File: src/rtl/fp16_add_arbiter.sv
// Round-robin front end that shares one pipelined binary16 adder among NUM_REQ
// requesters and routes each result back to its originator by tag.
module fp16_add_arbiter #(
  parameter int NUM_REQ     = 4,
  parameter int ADD_LATENCY = 4,
  parameter int MAX_OUT     = 2
) (
  input  logic                   clk_in,
  input  logic                   rst,
  input  logic [NUM_REQ-1:0]     req_valid,
  input  logic [16*NUM_REQ-1:0]  req_a,
  input  logic [16*NUM_REQ-1:0]  req_b,
  output logic [NUM_REQ-1:0]     req_ready,
  output logic [NUM_REQ-1:0]     resp_valid,
  output logic [15:0]            resp_result,
  output logic [15:0]            add_a,
  output logic [15:0]            add_b,
  output logic                   add_valid,
  input  logic [15:0]            add_result,
  input  logic                   add_valid_out,
  output logic                   idle,
  output logic                   tag_err
);

  localparam int                 TW       = $clog2(NUM_REQ);
  localparam int                 CW       = $clog2(MAX_OUT + 1);
  localparam int                 HD       = ADD_LATENCY;
  localparam logic [CW-1:0]      MAX_CNT  = CW'(MAX_OUT);
  localparam logic [NUM_REQ-1:0] ONE_HOT0 = NUM_REQ'(1);

  logic [TW-1:0]      rr_ptr_q, rr_ptr_d;
  logic [CW-1:0]      out_cnt_q [NUM_REQ];
  logic [CW-1:0]      out_cnt_d [NUM_REQ];
  // Stage 0 travels with add_valid; stage HD lines up with add_valid_out.
  logic [TW-1:0]      tag_q [HD+1];
  logic [HD:0]        tag_v_q;
  logic [15:0]        add_a_q, add_a_d;
  logic [15:0]        add_b_q, add_b_d;
  logic               tag_err_q, tag_err_d;

  logic [NUM_REQ-1:0] elig_s;
  logic [NUM_REQ-1:0] ret_s;
  logic [NUM_REQ-1:0] inc_s;
  logic               hs_s;
  logic               head_ok_s;
  logic               underflow_s;
  logic [TW-1:0]      win_s;
  int                 idx_s;

  assign head_ok_s = add_valid_out && tag_v_q[HD];

  // A requester whose result returns this cycle frees its slot immediately.
  always_comb begin
    elig_s = '0;
    ret_s  = '0;
    for (int i = 0; i < NUM_REQ; i++) begin
      ret_s[i]  = head_ok_s && (tag_q[HD] == TW'(i));
      elig_s[i] = req_valid[i] && ((out_cnt_q[i] < MAX_CNT) || ret_s[i]);
    end
  end

  always_comb begin
    hs_s  = 1'b0;
    win_s = '0;
    idx_s = 0;
    for (int k = 0; k < NUM_REQ; k++) begin
      idx_s = int'(rr_ptr_q) + k;
      idx_s = (idx_s >= NUM_REQ) ? idx_s - NUM_REQ : idx_s;
      win_s = (!hs_s && elig_s[idx_s]) ? TW'(idx_s) : win_s;
      hs_s  = hs_s || elig_s[idx_s];
    end
  end

  assign req_ready   = hs_s ? (ONE_HOT0 << win_s) : '0;
  assign resp_valid  = head_ok_s ? (ONE_HOT0 << tag_q[HD]) : '0;
  assign resp_result = head_ok_s ? add_result : 16'h0000;

  always_comb begin
    add_a_d = add_a_q;
    add_b_d = add_b_q;
    for (int i = 0; i < NUM_REQ; i++) begin
      add_a_d = (hs_s && (win_s == TW'(i))) ? req_a[16*i +: 16] : add_a_d;
      add_b_d = (hs_s && (win_s == TW'(i))) ? req_b[16*i +: 16] : add_b_d;
    end
  end

  // An issue and a return in the same edge cancel; a return with a zero count is dropped.
  always_comb begin
    inc_s       = '0;
    underflow_s = 1'b0;
    for (int i = 0; i < NUM_REQ; i++) begin
      inc_s[i]     = hs_s && (win_s == TW'(i));
      out_cnt_d[i] = out_cnt_q[i];
      case ({inc_s[i], ret_s[i]})
        2'b10:   out_cnt_d[i] = out_cnt_q[i] + CW'(1);
        2'b01:   out_cnt_d[i] = (out_cnt_q[i] == '0) ? out_cnt_q[i] : out_cnt_q[i] - CW'(1);
        2'b11:   out_cnt_d[i] = (out_cnt_q[i] == '0) ? out_cnt_q[i] + CW'(1) : out_cnt_q[i];
        default: out_cnt_d[i] = out_cnt_q[i];
      endcase
      underflow_s = underflow_s || (ret_s[i] && (out_cnt_q[i] == '0));
    end
  end

  assign rr_ptr_d  = hs_s ? ((win_s == TW'(NUM_REQ - 1)) ? '0 : win_s + TW'(1)) : rr_ptr_q;
  assign tag_err_d = tag_err_q || (add_valid_out != tag_v_q[HD]) || underflow_s;

  always_ff @(posedge clk_in) begin
    if (rst) begin
      rr_ptr_q  <= '0;
      add_a_q   <= 16'h0000;
      add_b_q   <= 16'h0000;
      tag_v_q   <= '0;
      tag_err_q <= 1'b0;
      for (int i = 0; i < NUM_REQ; i++) out_cnt_q[i] <= '0;
      for (int s = 0; s <= HD; s++) tag_q[s] <= '0;
    end else begin
      rr_ptr_q  <= rr_ptr_d;
      add_a_q   <= add_a_d;
      add_b_q   <= add_b_d;
      tag_v_q   <= {tag_v_q[HD-1:0], hs_s};
      tag_err_q <= tag_err_d;
      tag_q[0]  <= win_s;
      for (int s = 1; s <= HD; s++) tag_q[s] <= tag_q[s-1];
      for (int i = 0; i < NUM_REQ; i++) out_cnt_q[i] <= out_cnt_d[i];
    end
  end

  assign add_a     = add_a_q;
  assign add_b     = add_b_q;
  assign add_valid = tag_v_q[0];
  assign tag_err   = tag_err_q;

  always_comb begin
    idle = (tag_v_q == '0);
    for (int i = 0; i < NUM_REQ; i++) idle = idle && (out_cnt_q[i] == '0);
  end

endmodule

File: config.mk
export PLATFORM = sky130hd
export DESIGN_NAME = fp16_add_arbiter
export DESIGN_NICKNAME = d
export VERILOG_FILES = /design/src/rtl/fp16_add_arbiter.sv
export SDC_FILE = /design/constraint.sdc
export NUM_CORES = 1
export LEC_CHECK = 0
export CORE_MARGIN = 4
export CORE_UTILIZATION = 43
export CTS_CLUSTER_DIAMETER = 30
export CTS_CLUSTER_SIZE = 28
export DETAILED_ROUTE_END_ITERATION = 16
export GPL_ROUTABILITY_DRIVEN = 1
export PLACE_DENSITY = 0.93
export SLEW_MARGIN = 10
export SYNTH_ARGS = -nofsm -noshare
export SYNTH_HDL_FRONTEND = slang
export SYNTH_SLANG_ARGS = --single-unit
File: constraint.sdc
create_clock -name clk_in -period 6 [get_ports clk_in]
set_input_delay 0.9 -clock clk_in [delete_from_list [all_inputs] [get_ports clk_in]]
set_output_delay 0.9 -clock clk_in [all_outputs]
set_load 0.02 [all_outputs]
==> results.cfg <==
[run_status]
status = finished, final reports clean

[final_layout]
area_growth_pct = 58.2
nNetsFinal = 803
drive_gt1_share_pct = 7.67
final_cell_mix = 209 x clkdlybuf4s50_1, 68 x mux2i_1, 58 x dfxtp_1
final_cell_count_no_fill = 760
diodes = 0
final_area_um2 = 6210
final_common_cell = clkdlybuf4s50_1

[floorplan]
core_um2 = 8810
rows = 34
die_area_um2 = 10700
die_h_um = 104
die-width_um = 104
initial_core_util_pct = 44.6
io_pins = 210

[sta]
max_freq_ghz = 0.197
timing.final.crit_share_pct = 84.5
finalSetupViolCount = 0
timing.slew.headroom_pct = 42.9
worst_pin_slew_ps = 857
final_hold_viol_count = 0
tns_ps = 0
fin_ws_ps = 931
fin_crit_ps = 5070
rsz0062_at_grt = false
slew_violations = 0
finClkSkew_ps = 10.5

[worst_setup_path]
cp_slowest_cell = clkdlybuf4s50_1
critPathTopFamily = buffers and inverters
cp_cell_sequence = clkdlybuf4s50_1 -> ha_1 -> buf_4 -> nor3b_4 -> o21ai_2 -> nand3_4 -> and4_1 -> ha_1 -> inv_2 -> a31oi_4 -> clkdlybuf4s50_1
cp_max_fo = 34
crit_arrival_ps = 4170
end_kind = output pin
critPathBufInv = 4
critPathKind = in -> out
crit_path_start_kind = primary input
crit_required_ps = 5100
slowest_delay_ps = 630

[detailed_routing]
drc = 0
drt_iter0_drc = 166
wl_mm = 13.1
via_per_inst = 5.67
first_pass_iters = 5
vias = 4308
wl_per_cell_um = 17.2
detail-route-antenna-nets = 0

[place]
post-place-ws_ps = 934
routabilityCongestion = 0.929
place_area_um2 = 5990
dp.cells = 744
port_buffers = 209
hpwl_mm = 10.0

[yosys]
synth_warnings = 0
synthArstFlopShare_pct = 0
synthesis.area_um2 = 3920
synthFlopType = dfxtp_1
synth_nets = 618
synth_edf_count = 0
synth-seq-cells = 58
netlist_instances = 462
postSynthAreaPerCell_um2 = 8.49
yosysSeqAreaShare_pct = 29.6
yosysUniqueCellTypes = 57

[pwr]
power.density_nw_per_um2 = 381
ir_worst_vdd_mv = 0.211
p_leak_uw = 0.00241

[global_routing]
grt-ovfl-total = 0
antenna_found_initial = 0
grt_max_degree = 67
grt_pass1_wl_mm = 20.6
first_global_vias = 4229
track_usage_pct = 23.3

[hold_path]
hold_path.class = reg -> reg

[cts]
cts_resized = 0
cts_tree = yes
max-clock-path-buffers = 2
cts_setup_buffers = 0
clk_latency_ps = 330
clkTransAtPathRegs_ps = 60
cts_hold_buf = 0
cts_buffers = 9
clock_sinks = 58
root_buffer = clkbuf_8
htreeDepth = 3

[job]
maxCapViolCount = 0
## synth_stat cells (all sizes together) (2+ instances only)
| cell | n | area, um2 |
|---|---|---|
| a21o | 2 | 15.0 |
| nand2 | 42 | 158 |
| a31oi | 3 | 48.8 |
| nand4 | 6 | 37.5 |
| buf | 24 | 160 |
| nor2b | 12 | 75.1 |
| o31a | 3 | 28.8 |
| mux2 | 4 | 48.8 |
| nor2 | 12 | 45.0 |
| nor3 | 9 | 45.0 |
| a21oi | 38 | 194 |
| a311oi | 2 | 23.8 |
| and4 | 2 | 17.5 |
| mux2i | 69 | 703 |
| and2 | 16 | 100 |
| nor4 | 6 | 37.5 |
| ha | 5 | 62.6 |
| inv | 12 | 45.1 |
| nand2b | 11 | 68.8 |
| o21ai | 36 | 184 |
| a211oi | 7 | 70.1 |
| o32ai | 4 | 35.0 |
| o41ai | 32 | 280 |
| nand3 | 8 | 52.6 |
| and3 | 2 | 12.5 |
| or2 | 4 | 25.0 |
| clkbuf | 19 | 71.3 |
| dfxtp | 58 | 1160 |
## cell type report
type                    instances  area (um2)
clock buffers                  11         141
multi-input cells             348        2490
repair buffers                217        2150
fillers                       654        2600
clock inverters                 5        77.6
well taps                     108         135
flip-flops and latches         58        1160
inverters                      13        48.8
## power breakdown
part,switching [uW],internal [uW]
clock network,153,244
registers,97.7,516
logic,716,639
total,967,1400
## kinds of logic after synthesis
logic type      share of synthesized area (%)
compound gates                           23.9
fa+ha+maj                                1.59
buf+inv                                  7.14
flops                                    29.6
mux                                      19.2
simple gates                             18.7
## metrics by stage
stage	hold slack (ps)	util, %	total power, uW
floorplan	414	-	1470
global placement	417	68.0	1940
detailed placement	425	68.0	1980
CTS	448	70.5	2380
global route	457	70.5	2510
finish	444	70.5	2370
## metal layers
metal  GRT usage [%]  wire length (um)  up-vias
li1                -                 -     2086
met1            26.5              5250     1996
met2            42.1              6570      203
met3            7.84              1060       23
met4            5.22               204        0
met5               0                 0        -
## flip-flops by register name, summed over array words and instances, names as in the netlist
name	count
tag_v_q	5
tag_err	1
tag_q	10
add_a	16
add_b	16
out_cnt_q	8
rr_ptr_q	2
## worst reg2reg max path, cell delays in order (launching register included)
cell and delay, ps:
dfxtp_1 330, ha_1 140, buf_4 200, nor3b_4 430, o21ai_2 250, nand3_4 390
and4_1 300, ha_2 180, buf_4 480, mux2i_1 290, o21ai_0 150, mux2i_1 180
a21oi_1 80
## worst paths after layout
| path | end | from | slack, ps | cells past startpoint |
|---|---|---|---|---|
| max reg2reg | add_a[9]$_SDFFE_PP0P_ | tag_v_q[4]$_SDFF_PP0_ | 2450 | 12 |
| min reg2reg | tag_q[0][9]$_SDFF_PP0_ | tag_q[0][7]$_SDFF_PP0_ | 440 | 1 |
| min | tag_q[0][9]$_SDFF_PP0_ | tag_q[0][7]$_SDFF_PP0_ | 440 | 1 |
| max | req_ready[3] | add_valid_out | 930 | 11 |
(Power assumes the default switching activity.)
